**src/rtl/sm_debug_display_pkg.sv**
```systemverilog
// sm_debug_display_pkg: segment glyphs and the hex-to-segment helper for the debug display
package sm_debug_display_pkg;
   // Segment bits are {G,F,E,D,C,B,A}, active low
   localparam logic [6:0] SEG_BLANK = 7'h7F;
   localparam logic [6:0] GLYPH [16] = '{
      7'h40, 7'h79, 7'h24, 7'h30, 7'h19, 7'h12, 7'h02, 7'h78,
      7'h00, 7'h10, 7'h08, 7'h03, 7'h46, 7'h21, 7'h06, 7'h0E
   };
   function automatic logic [6:0] hex_seg(input logic [3:0] n);
      return GLYPH[n];
   endfunction
endpackage

```
**src/rtl/sm_debounce.sv**
```systemverilog
// sm_debounce: 2-FF synchroniser plus stability counter; ports clkIn, rst_n, raw in, stable level and 1-cycle press pulse out
module sm_debounce #(
   parameter int DEB_W = 20
) (
   input  logic clkIn,
   input  logic rst_n,
   input  logic raw,
   output logic stable,
   output logic press
);
   logic [1:0]       sync;
   logic [DEB_W-1:0] cnt;
   always_ff @(posedge clkIn or negedge rst_n)
      if (!rst_n) begin
         sync   <= '0;
         cnt    <= '0;
         stable <= 1'b0;
         press  <= 1'b0;
      end else begin
         sync  <= {sync[0], raw};
         press <= 1'b0;
         if (sync[1] == stable)
            cnt <= '0;
         else if (&cnt) begin
            // input has disagreed for 2**DEB_W cycles: accept it; a rising accept is a press
            stable <= sync[1];
            press  <= sync[1];
            cnt    <= '0;
         end else
            cnt <= cnt + 1'b1;
      end
endmodule

```
**src/rtl/sm_debug_display.sv**
```systemverilog
// sm_debug_display: scanned 7-segment readout of one of NUM_SRC debug words; ports clkIn, rst_n, src_data, btn_next/prev, force_sel_en/force_sel in; seven_segments, dot, anodes, sel_o out
module sm_debug_display
   import sm_debug_display_pkg::*;
#(
   parameter  int DIGITS   = 8,
   parameter  int NUM_SRC  = 4,
   parameter  int SCAN_DIV = 16,
   parameter  int DEB_W    = 20,
   parameter  int LZ_BLANK = 1,
   localparam int W        = 4 * DIGITS,
   localparam int SEL_W    = $clog2(NUM_SRC)
) (
   input  logic                 clkIn,
   input  logic                 rst_n,
   input  logic [NUM_SRC*W-1:0] src_data,
   input  logic                 btn_next,
   input  logic                 btn_prev,
   input  logic                 force_sel_en,
   input  logic [SEL_W-1:0]     force_sel,
   output logic [6:0]           seven_segments,
   output logic                 dot,
   output logic [DIGITS-1:0]    anodes,
   output logic [SEL_W-1:0]     sel_o
);
   localparam int IW = (DIGITS > 1) ? $clog2(DIGITS) : 1;
   localparam int PW = $clog2(SCAN_DIV);
   localparam logic [SEL_W-1:0] LAST_SEL = SEL_W'(NUM_SRC - 1);
   localparam logic [IW-1:0]    LAST_IDX = IW'(DIGITS - 1);
   localparam logic [PW-1:0]    LAST_PRE = PW'(SCAN_DIV - 1);

   logic              next_p, prev_p, unused_next_stable, unused_prev_stable;
   logic [SEL_W-1:0]  sel, sel_nxt;
   logic [IW-1:0]     idx;
   logic [PW-1:0]     pre;
   logic [W-1:0]      snap;
   logic              blank;

   sm_debounce #(.DEB_W(DEB_W)) u_next (
      .clkIn(clkIn), .rst_n(rst_n), .raw(btn_next), .stable(unused_next_stable), .press(next_p)
   );
   sm_debounce #(.DEB_W(DEB_W)) u_prev (
      .clkIn(clkIn), .rst_n(rst_n), .raw(btn_prev), .stable(unused_prev_stable), .press(prev_p)
   );

   // Forcing swallows button presses; simultaneous presses cancel
   always_comb
      sel_nxt = force_sel_en ? ((32'(force_sel) >= NUM_SRC) ? LAST_SEL : force_sel)
              : (next_p & prev_p) ? sel
              : next_p ? ((sel == LAST_SEL) ? '0 : sel + 1'b1)
              : prev_p ? ((sel == '0) ? LAST_SEL : sel - 1'b1)
              : sel;

   // Leading-zero digit: this nibble and every more significant one are zero
   always_comb
      blank = (LZ_BLANK != 0) && (idx != '0) && ((snap >> (32'(idx) * 4)) == '0);

   always_ff @(posedge clkIn or negedge rst_n)
      if (!rst_n) begin
         sel            <= '0;
         sel_o          <= '0;
         idx            <= '0;
         pre            <= '0;
         snap           <= '0;
         anodes         <= '1;
         seven_segments <= SEG_BLANK;
         dot            <= 1'b1;
      end else begin
         sel   <= sel_nxt;
         sel_o <= sel;
         // A new selection restarts the frame with a fresh snapshot so words never mix
         if (sel_nxt != sel) begin
            snap <= src_data[32'(sel_nxt) * W +: W];
            idx  <= '0;
            pre  <= '0;
         end else if (pre == LAST_PRE) begin
            pre <= '0;
            idx <= (idx == LAST_IDX) ? '0 : idx + 1'b1;
            if (idx == LAST_IDX)
               snap <= src_data[32'(sel) * W +: W];
         end else
            pre <= pre + 1'b1;
         anodes         <= ~(DIGITS'(1) << idx);
         seven_segments <= blank ? SEG_BLANK : hex_seg(snap[32'(idx) * 4 +: 4]);
         dot            <= (32'(idx) != 32'(sel));
      end
endmodule

```
**config.mk**
```make
export PLATFORM = sky130hd
export DESIGN_NAME = sm_debug_display
export DESIGN_NICKNAME = d
export VERILOG_FILES = /design/src/rtl/sm_debug_display_pkg.sv /design/src/rtl/sm_debounce.sv /design/src/rtl/sm_debug_display.sv
export SDC_FILE = /design/constraint.sdc
export NUM_CORES = 1
export LEC_CHECK = 0
export ABC_AREA = 1
export CAP_MARGIN = 30
export CORE_UTILIZATION = 35
export DETAILED_ROUTE_END_ITERATION = 6
export DONT_BUFFER_PORTS = 1
export PLACE_DENSITY_LB_ADDON = 0.1
export SLEW_MARGIN = 40
export SYNTH_ARGS = -nofsm -noshare
export SYNTH_HDL_FRONTEND = slang
export SYNTH_HIERARCHICAL = 1
export SYNTH_SLANG_ARGS = --single-unit
```
**constraint.sdc**
```tcl
create_clock -name clkIn -period 3 [get_ports clkIn]
set_input_delay 0.6 -clock clkIn [delete_from_list [all_inputs] [get_ports clkIn]]
set_output_delay 0.6 -clock clkIn [all_outputs]
set_load 0.01 [all_outputs]
```
==> flow_summary.json, run 1 <==
{
  "final_layout_size_suffix_gt1_share_pct": 9.79,
  "final_common_cell": "sky130_fd_sc_hd__nand2_1",
  "commonest_cells_after_routing_fill_and_taps_aside": "340 x sky130_fd_sc_hd__nand2_1, 115 x sky130_fd_sc_hd__inv_1, 103 x sky130_fd_sc_hd__nand3_1, 92 x sky130_fd_sc_hd__nor2_1, 91 x sky130_fd_sc_hd__dfrtp_1",
  "die_area_sq_um": 22200,
  "final_design_area_no_fill_sq_um": 8020,
  "critPathLaunchType": "flip-flop",
  "postRouteAntennaNets": 0,
  "placement.io_buffers": 0,
  "synth.yosys.seq_area_share_pct": 35.6,
  "post_synth_fa_ha_maj_area_fraction_pct": 2.81,
  "drv.max_cap_violation_count": 0,
  "timing.setup.critical_path_class": "reg2reg",
  "n_antenna_cell": 0,
  "syn_area_sq_um": 7580,
  "measured_slew_at_the_worst_slew_check_pin_ps": 632,
  "die_height_um": 149,
  "first_global_vias": 6174,
  "synthesis.area_per_instance_sq_um": 7.11,
  "post_cts.repair.setup_buffers": 0,
  "insertion_delay_ps": 360,
  "rr_worst_depth": 11,
  "synth.distinct_cells": 39,
  "path_max_fanout": 17,
  "core-area_sq_um": 21200,
  "globalRoute.totalOverflow": 0,
  "slew_headroom_pct": 57.9,
  "h_tree_depth": 3,
  "detailedRoute.firstPassIterationCount": 5,
  "synth_compound_gate_area_share_pct": 7.11,
  "dpl.hpwl_mm": 13.7,
  "finalClockSkew_ps": 12.5,
  "top_level_ports": 153,
  "outcome": "finished clean",
  "critical_path_startpoint": "sel[0]",
  "tritoncts_num_sinks": 107,
  "timing.final.crit_period_ps": 2280,
  "post_synth_inst_count": 1066,
  "number_of_buffers_created_by_cts": 9,
  "synth.ff_latch_count": 107,
  "worstPathRequired_ps": 3250,
  "dominant_combinational_cell_family_by_area_after_synthesis": "simple AND/OR/NAND/NOR gates",
  "fillerInstances": 2280,
  "synth_enable_flop_cells": 0,
  "synthArstFlopShare_pct": 100,
  "via_per_inst": 4.83,
  "worst_hold_path_type": "in2async",
  "clock_transition_at_path_regs_ps": 80,
  "clock_tree.root_cell": "sky130_fd_sc_hd__clkbuf_16",
  "synth_simple_gate_area_share_pct": 40.1,
  "flow.area_growth_from_synthesis_pct": 5.79,
  "synth_mux_area_share_pct": 0,
  "yosys_most_used_dff": "sky130_fd_sc_hd__dfrtp_1",
  "total_leakage_power_nw": 3.83,
  "route.detailed.drc": 0,
  "finalSetupViolations": 0,
  "std_cell_rows": 53,
  "drt_iter0_markers": 372,
  "ctsLongestPathBuffers": 2,
  "drv_slew": 0,
  "postCtsResizedCells": 0,
  "initial_antenna_violation_count": 0,
  "largest_net_degree_at_the_start_of_global_routing": 92,
  "place.gp.congestion": 0.786,
  "unrepaired_setup_endpoints_after_global_routing": "false",
  "cts_tree": "built",
  "p_per_area_nw_per_um2": 480,
  "end_kind": "flip-flop",
  "track_usage_pct": 18.2,
  "worstReg2RegStart": "sel[0]",
  "mappedNetlistNets": 1218,
  "fmaxAchievable_mhz": 438,
  "timing_hold_violations_final": 0,
  "worstPathArrival_ps": 2530,
  "setup-tns-final_ps": 0,
  "floorplan.initialDensity_pct": 35.8,
  "wire_length_of_the_first_global_routing_pass_mm": 32.1,
  "finish.net_count": 1189,
  "detail_route.wl_per_cell_um": 14.7,
  "ir_drop_mv": 0.279,
  "synth_xor_xnor_area_share_pct": 2.97,
  "vias": 6367,
  "placed_cell_area_sq_um": 7690,
  "yosysWarnings": 6,
  "detail_route.wirelength_mm": 19.4,
  "finalCritPeriodShare_pct": 76.1,
  "die-width_um": 149
}
## path summary, 6_finish.rpt
check                                 end  slack (ps)
min in group clkIn         u_next/sync[0]         260
max in group asynchronous        snap[30]        2480
hold / removal                        dot          80
setup / recovery                  snap[9]         720
setup reg to reg                  snap[9]         720
hold reg to reg            u_prev/sync[1]         360
## metrics by stage
stage	utilization, %	instances	setup WS [ps]	hold slack [ps]	power, mW
2_1_floorplan	-	1066	1060	304	2.43
3_3_place_gp	36.3	1299	739	310	2.62
3_5_place_dp	36.3	1300	689	310	2.62
4_1_cts	37.9	1317	666	66.8	3.90
5_1_grt	37.9	1317	473	65.6	4.12
6_report	37.9	1317	718	83.9	3.85
## timing repair
item,CTS,global route
hold buffers,1,0
hold endpoints to repair,91,0
setup endpoints to repair,0,0
## Yosys cell counts, drive strengths merged, types with 13 or more instances
cell type,n,share of area [%]
o21ai,27,1.8
dfstp,16,5.5
ha,17,2.8
inv,127,6.3
nor2,103,5.9
buf,51,4.8
xor2,13,1.5
nor3,16,1.1
o2111ai,32,3.7
dfrtp,91,30
nand3b,64,6.3
nand2,357,18
nand3,111,8.1
## final cells by class
cell class / count / area (sq um) / share of cell area (%)
multi-input cells: 775 / 4020 / 50.1
inverters: 128 / 480 / 5.99
well taps: 275 / 344 / 4.29
repair buffers: 16 / 173 / 2.15
clock inverters: 7 / 78.8 / 0.983
clock buffers: 9 / 225 / 2.81
flip-flops and latches: 107 / 2700 / 33.6
## logic make-up after synthesis
family,after synthesis
and+or+nand+nor,657
AOI/OAI and AO/OA,77
xor gates and xnor gates,24
adders and majority gates,17
buffers and inverters,184
DFF,107
## sequential cells by signal, indices dropped and copies added (netlist names), 2 cells and up
signal,cells
snap,32
u_next/cnt,20
u_prev/cnt,20
anodes,8
seven_segments,7
pre,4
idx,3
sel,2
sel_o,2
u_next/sync,2
u_prev/sync,2
## per-layer routing
| layer | share of wire (%) | GRT usage (%) | up-vias |
|---|---|---|---|
| li1 | - | - | 3339 |
| met1 | 52 | 27.1 | 2856 |
| met2 | 42 | 26.7 | 156 |
| met3 | 4.2 | 2.97 | 16 |
| met4 | 1.3 | 5.15 | 0 |
| met5 | 0 | 0 | - |
## report_power, final
part | leakage (nW) | switching [mW] | internal, mW | total (mW)
combinational | 2.35 | 0.560 | 0.300 | 0.860
clock | 0.138 | 0.576 | 0.653 | 1.23
sequential | 1.35 | 0.138 | 1.62 | 1.76
## worst max-delay path, stage by stage (launching register included)
cell and delay [ps]:
sky130_fd_sc_hd__dfrtp_1 470, sky130_fd_sc_hd__inv_1 100, sky130_fd_sc_hd__ha_1 330, sky130_fd_sc_hd__o21ai_1 200
sky130_fd_sc_hd__nand2_1 80, sky130_fd_sc_hd__nand3_1 100, sky130_fd_sc_hd__nand3_1 90, sky130_fd_sc_hd__nand2_2 190
sky130_fd_sc_hd__o211ai_4 250, sky130_fd_sc_hd__buf_8 240, sky130_fd_sc_hd__nand2_1 70, sky130_fd_sc_hd__nand2_1 50
Note: power is estimated with default switching activity, not from simulation.
==> inputs of run 2 (changes only) <==
==> constraint.sdc (replaced) <==
create_clock -name clkIn -period 2 [get_ports clkIn]
set_input_delay 0.4 -clock clkIn [delete_from_list [all_inputs] [get_ports clkIn]]
set_output_delay 0.4 -clock clkIn [all_outputs]
set_load 0.01 [all_outputs]
==> run 2 against run 1 <==
  * The run now ends with negative hold slack left
  * Cell area increased by 8.4%
  * Register-to-register slack got worse by 660 ps
  * Critical path depth is the same
  * First-iteration DRC count is 6.2% lower
  * Sequential share of layout area fell by 2.6 points
  * Power is 59% higher
  * Combinational power increased by 85%
  * Critical endpoint is now seven_segments[0]
==> flow_summary.json, run 2 (same netlist as run 1, synthesis figures left out) <==
{
  "worstPathArrival_ps": 2230,
  "cts_tree": "built",
  "timing_hold_violations_final": 107,
  "h_tree_depth": 3,
  "finalClockSkew_ps": 7.26,
  "fmaxAchievable_mhz": 516,
  "drt_iter0_markers": 349,
  "largest_stage_delay_on_the_critical_path_ps": 450,
  "worstPathRequired_ps": 2290,
  "detail_route.wirelength_mm": 20.2,
  "ctsLongestPathBuffers": 2,
  "finalSetupViolations": 0,
  "largest_register_ff_count": 32,
  "final_layout_size_suffix_gt1_share_pct": 16.6,
  "finalCritPeriodShare_pct": 96.9,
  "flow.area_growth_from_synthesis_pct": 14.7,
  "finish.net_count": 1229,
  "path_max_fanout": 7,
  "critical-path-top-delay-family": "compound AO/OA/AOI/OAI gates",
  "multiInputGateArea_sq_um": 4220,
  "dpl.hpwl_mm": 14.1,
  "postRouteAntennaNets": 0,
  "end_kind": "flip-flop",
  "std_cell_rows": 53,
  "critical_path_startpoint": "idx[0]",
  "commonest_cells_after_routing_fill_and_taps_aside": "325 x sky130_fd_sc_hd__nand2_1, 109 x sky130_fd_sc_hd__inv_1, 98 x sky130_fd_sc_hd__nand3_1, 91 x sky130_fd_sc_hd__nor2_1, 88 x sky130_fd_sc_hd__dfrtp_1",
  "unrepaired_setup_endpoints_after_global_routing": "true",
  "initial_antenna_violation_count": 0,
  "place.detailed.instances": 1334,
  "critPathLaunchType": "flip-flop",
  "worstReg2RegStart": "idx[0]",
  "timing.setup.critical_path_class": "reg2reg",
  "cp_num_buf_inv": 2,
  "measured_slew_at_the_worst_slew_check_pin_ps": 409,
  "vias": 6629,
  "wire_length_of_the_first_global_routing_pass_mm": 31.7,
  "largest_net_degree_at_the_start_of_global_routing": 108,
  "seqCellArea_sq_um": 2700,
  "place.gp.congestion": 0.805,
  "detail_route.wl_per_cell_um": 14.9,
  "instances_no_fill": 1357,
  "tritoncts_num_sinks": 107,
  "die-width_um": 149,
  "top_level_ports": 153,
  "timing.final.crit_period_ps": 1940,
  "die_area_sq_um": 22200,
  "p_per_area_nw_per_um2": 703,
  "route.detailed.drc": 0,
  "drv.max_cap_violation_count": 0,
  "fillerInstances": 2251,
  "via_per_inst": 4.89,
  "fin_worst_hold_slack_ps": -257,
  "cp_slowest_cell": "sky130_fd_sc_hd__dfrtp_2",
  "placement.io_buffers": 0,
  "setup-tns-final_ps": 0,
  "first_global_vias": 6144,
  "total_leakage_power_nw": 4.13,
  "outcome": "complete, but fails checks",
  "floorplan.initialDensity_pct": 35.8,
  "clock_transition_at_path_regs_ps": 70,
  "die_height_um": 149,
  "track_usage_pct": 17.9,
  "path_common_cell": "sky130_fd_sc_hd__nand2_1",
  "largest_register": "snap",
  "layout_top_registers": "snap: 32 flops, u_next/cnt: 20 flops, u_prev/cnt: 20 flops",
  "violations": "negative hold slack",
  "ir_drop_mv": 0.572,
  "crit_path_cell_trace": "buf_6, buf_4, nand2_1, o21ai_0, nand2_1, nand2_1, o21ai_2, nand2_1, a21oi_2, nor2_1, nand2_2",
  "worst_hold_path_type": "in2async",
  "globalRoute.totalOverflow": 0,
  "clock_tree.root_cell": "sky130_fd_sc_hd__clkbuf_16",
  "drv_slew": 0,
  "slew_headroom_pct": 72.7,
  "detailedRoute.firstPassIterationCount": 5,
  "number_of_buffers_created_by_cts": 9,
  "core-area_sq_um": 21200,
  "insertion_delay_ps": 350,
  "final_common_cell": "sky130_fd_sc_hd__nand2_1",
  "n_antenna_cell": 0
}
run 2: through the flow:
| stage | worst slack, ps | utilization (%) | cell area, sq um | power (mW) |
|---|---|---|---|---|
| after floorplan | 57.6 | - | 7580 | 3.65 |
| after global placement | 13.3 | 38.0 | 8050 | 4.09 |
| after detailed placement | -22.1 | 38.0 | 8050 | 4.08 |
| after CTS | 2.48 | 39.5 | 8360 | 6.02 |
| after global routing | -78.7 | 41.1 | 8700 | 6.52 |
| final | 62.4 | 41.1 | 8700 | 6.11 |
run 2: path summary, 6_finish.rpt:
kind,slack (ps),cells past startpoint,endpoint
max in group asynchronous,2060,0,seven_segments[4]
worst max-delay path,60,11,seven_segments[0]
worst min register to register,360,0,u_next/sync[1]
worst max register to register,60,11,seven_segments[0]
min in group clkIn,70,0,u_prev/sync[0]
worst min-delay path,-260,0,idx[0]
run 2: timing repair:
item                                   CTS  global route
gates cloned                             0             5
resized for setup                        2            60
endpoints found under the hold margin  107           107
buffers inserted                         0             2
pin swaps                                0            23
setup endpoints to repair                6            42
run 2: worst reg2reg max path, stage by stage (launching register included):
cell and delay, ps:
sky130_fd_sc_hd__dfrtp_2 450, sky130_fd_sc_hd__buf_6 150, sky130_fd_sc_hd__buf_4 150, sky130_fd_sc_hd__nand2_1 60, sky130_fd_sc_hd__o21ai_0 90, sky130_fd_sc_hd__nand2_1 70
sky130_fd_sc_hd__nand2_1 120, sky130_fd_sc_hd__o21ai_2 380, sky130_fd_sc_hd__nand2_1 160, sky130_fd_sc_hd__a21oi_2 140, sky130_fd_sc_hd__nor2_1 60, sky130_fd_sc_hd__nand2_2 50
run 2: area by class of cell:
cell class / count / share of cell area, %
clock inverters: 1 / 0.345
inverters: 128 / 5.64
well taps: 275 / 3.96
clock buffers: 15 / 3.21
repair buffers: 56 / 7.27
multi-input cells: 775 / 48.5
flip-flops and latches: 107 / 31.1
run 2: report_power, final:
group	internal, mW	leakage (nW)	total [mW]	switching, mW
Clock	1.09	0.149	1.88	0.798
Combinational	0.663	2.64	1.59	0.929
Sequential	2.43	1.34	2.64	0.203
run 2: routing by layer:
metal | part of all wire, % | track usage (%)
met5 | 0 | 0
met4 | 0.69 | 3.21
met3 | 4.8 | 4.28
met2 | 44 | 26.4
met1 | 51 | 26.5
==> inputs of run 3 (changes only) <==
--- a/config.mk
+++ b/config.mk
@@ -10,7 +10,7 @@
 export CORE_UTILIZATION = 35
 export DETAILED_ROUTE_END_ITERATION = 6
 export DONT_BUFFER_PORTS = 1
-export PLACE_DENSITY_LB_ADDON = 0.1
+export PLACE_DENSITY = 0.61
 export SLEW_MARGIN = 40
 export SYNTH_ARGS = -nofsm -noshare
 export SYNTH_HDL_FRONTEND = slang
==> run 3 against run 2 <==
  * The run ends with negative hold slack, negative setup slack left
  * Clock skew increased by 1.7 ps
  * Fmax decreased by 3.7%
  * Worst hold slack about the same
  * Global-route usage decreased by 1.2 points
  * Sequential share of layout area increased by 0.19 points
  * Non-clock buffer count decreased by 7
  * Register-to-register slack got worse by 70 ps
  * Setup slack got worse by 74 ps
  * First-iteration DRC count increased by 1.7%
  * Wire length decreased by 6.2%
  * Die area unchanged
==> flow_summary.json, run 3 (same netlist as run 1, synthesis figures left out) <==
{
  "top_level_ports": 153,
  "worst_r2r_endpoint": "seven_segments[5]",
  "drt_iter0_markers": 355,
  "routedLengthMet1_mm": 9.24,
  "critical-path-top-delay-family": "flip-flops",
  "largest_register": "snap",
  "track_usage_pct": 16.7,
  "timing.setup.critical_path_class": "reg2reg",
  "seq_power_share_pct": 44.3,
  "cts_tree": "built",
  "insertion_delay_ps": 350,
  "worst_hold_path_type": "in2async",
  "r2r_slack_ps": -10,
  "detailedRoute.firstPassIterationCount": 5,
  "outcome": "complete, but fails checks",
  "drv_slew": 0,
  "fillerInstances": 2176,
  "largest_net_degree_at_the_start_of_global_routing": 108,
  "worstPathArrival_ps": 2290,
  "die-width_um": 149,
  "vias": 6738,
  "final_layout_size_suffix_gt1_share_pct": 16.2,
  "place.gp.congestion": 0.856,
  "instances_no_fill": 1352,
  "largest_stage_delay_on_the_critical_path_ps": 490,
  "detail_route.wirelength_mm": 19.0,
  "layout_top_registers": "snap: 32 flops, u_next/cnt: 20 flops, u_prev/cnt: 20 flops",
  "detail_route.wl_per_cell_um": 14.0,
  "route.detailed.drc": 0,
  "power.total_mw": 6.00,
  "flow.area_growth_from_synthesis_pct": 14.0,
  "floorplan.initialDensity_pct": 35.8,
  "worstReg2RegStart": "idx[0]",
  "ctsLongestPathBuffers": 2,
  "setup-tns-final_ps": -22.3,
  "commonest_cells_after_routing_fill_and_taps_aside": "328 x sky130_fd_sc_hd__nand2_1, 109 x sky130_fd_sc_hd__inv_1, 100 x sky130_fd_sc_hd__nand3_1, 91 x sky130_fd_sc_hd__nor2_1, 89 x sky130_fd_sc_hd__dfrtp_1",
  "worstSetupPathDepth": 13,
  "cp_num_buf_inv": 3,
  "p_per_area_nw_per_um2": 695,
  "critPathLaunchType": "flip-flop",
  "dpl.hpwl_mm": 13.3,
  "total_leakage_power_nw": 4.09,
  "postRouteAntennaNets": 0,
  "slew_headroom_pct": 77.7,
  "std_cell_rows": 53,
  "path_max_fanout": 6,
  "clock_tree.root_cell": "sky130_fd_sc_hd__clkbuf_16",
  "fin_worst_hold_slack_ps": -257,
  "timing.final.crit_period_ps": 2010,
  "wire_length_of_the_first_global_routing_pass_mm": 29.9,
  "placement.io_buffers": 0,
  "unrepaired_setup_endpoints_after_global_routing": "true",
  "die_height_um": 149,
  "finish.net_count": 1222,
  "core-area_sq_um": 21200,
  "p_sw_share_pct": 32.4,
  "tritoncts_num_sinks": 107,
  "power.switching_mw": 1.95,
  "ir_drop_mv": 0.407,
  "worstPathRequired_ps": 2280,
  "final_common_cell": "sky130_fd_sc_hd__nand2_1",
  "timing_hold_violations_final": 107,
  "h_tree_depth": 3,
  "power.clock.fraction_pct": 29.8,
  "routed_wl_met2_mm": 8.52,
  "measured_slew_at_the_worst_slew_check_pin_ps": 332,
  "rr_worst_depth": 13,
  "cp_slowest_cell": "sky130_fd_sc_hd__dfrtp_2",
  "drv.max_cap_violation_count": 0,
  "violations": "negative hold slack, negative setup slack",
  "power_frac_comb_pct": 25.9,
  "end_kind": "flip-flop",
  "finalSetupViolations": 2,
  "dr_wl_met3_um": 892,
  "first_global_vias": 6060,
  "die_area_sq_um": 22200,
  "fmaxAchievable_mhz": 497,
  "timing.final.ws_setup_ps": -12.0,
  "clock_transition_at_path_regs_ps": 70,
  "route.top_layer_used": "met5",
  "initial_antenna_violation_count": 3,
  "place.detailed.instances": 1322,
  "internal_power_consumption_mw": 4.06,
  "place_ws_ps": 11.9,
  "via_per_inst": 4.98,
  "globalRoute.totalOverflow": 0,
  "finalClockSkew_ps": 8.96,
  "finalCritPeriodShare_pct": 101,
  "crit_path_cell_trace": "buf_12, nand2_4, o21ai_4, o21ai_2, nand2_1, nand2_2, buf_6, clkinvlp_4, ha_4, nand2_1, nor2_1, a21oi_2, nand2_2",
  "largest_register_ff_count": 32,
  "number_of_buffers_created_by_cts": 9
}
-- run 3: cell types whose count changed in the layout (fill, tap and decap cells not counted), sizes merged --
cell | previous run | this run
buf | 53 | 45
clkbuf | 18 | 14
clkinv | 2 | 6
diode | 0 | 2
clkinvlp | 0 | 1
-- run 3: stage by stage --
| stage | util, % | area (sq um) |
|---|---|---|
| 2_1_floorplan | - | 7580 |
| 3_3_place_gp | 37.6 | 7960 |
| 3_5_place_dp | 37.6 | 7960 |
| 4_1_cts | 39.0 | 8250 |
| 5_1_grt | 40.8 | 8640 |
| 6_report | 40.8 | 8640 |
-- run 3: metal layers --
| layer | track usage, % | up-vias |
|---|---|---|
| met3 | 2.91 | 18 |
| met1 | 23.9 | 3114 |
| met5 | 0 | - |
| met4 | 5.66 | 2 |
| met2 | 25.3 | 179 |
| li1 | - | 3425 |
-- run 3: worst max path at each step --
stage               startpoint           endpoint  slack, ps
global route            idx[0]  seven_segments[3]       -130
detailed placement      idx[0]  seven_segments[0]         10
finish                  idx[0]  seven_segments[5]        -10
floorplan               idx[0]  seven_segments[0]         60
CTS                     idx[0]  seven_segments[1]          5
global placement        idx[0]  seven_segments[0]         30
-- run 3: area by class of cell --
class	instances	area (sq um)	area share [%]
timing repair buffer	49	591	6.84
multi-input combinational	775	4210	48.8
clock inverter	6	66.3	0.768
clock buffer	10	229	2.65
inverter	128	492	5.69
sequential	107	2700	31.3
antenna	2	5.00	0.0579
tap	275	344	3.98
-- run 3: power groups by stage --
stage | logic (mW) | clock network, mW | registers, mW
floorplan | 1.04 | 0 | 2.61
global placement | 1.33 | 0 | 2.70
detailed placement | 1.34 | 0 | 2.69
CTS | 1.34 | 1.86 | 2.65
global route | 1.75 | 1.95 | 2.69
finish | 1.55 | 1.79 | 2.66
-- run 3: worst reg2reg max path, stage by stage (launching register included) --
cell and delay (ps):
sky130_fd_sc_hd__dfrtp_2 490, sky130_fd_sc_hd__buf_12 170, sky130_fd_sc_hd__nand2_4 60, sky130_fd_sc_hd__o21ai_4 60, sky130_fd_sc_hd__o21ai_2 170, sky130_fd_sc_hd__nand2_1 80, sky130_fd_sc_hd__nand2_2 110, sky130_fd_sc_hd__buf_6 130
sky130_fd_sc_hd__clkinvlp_4 130, sky130_fd_sc_hd__ha_4 200, sky130_fd_sc_hd__nand2_1 100, sky130_fd_sc_hd__nor2_1 60, sky130_fd_sc_hd__a21oi_2 120, sky130_fd_sc_hd__nand2_2 60
-- run 3: timing repair --
| item | CTS | global route |
|---|---|---|
| pin swaps | 0 | 20 |
| cloned | 0 | 4 |
| hold endpoints to repair | 107 | 107 |
| setup endpoints to repair | 5 | 41 |
| buffers inserted | 0 | 8 |
| gates resized for setup | 3 | 58 |
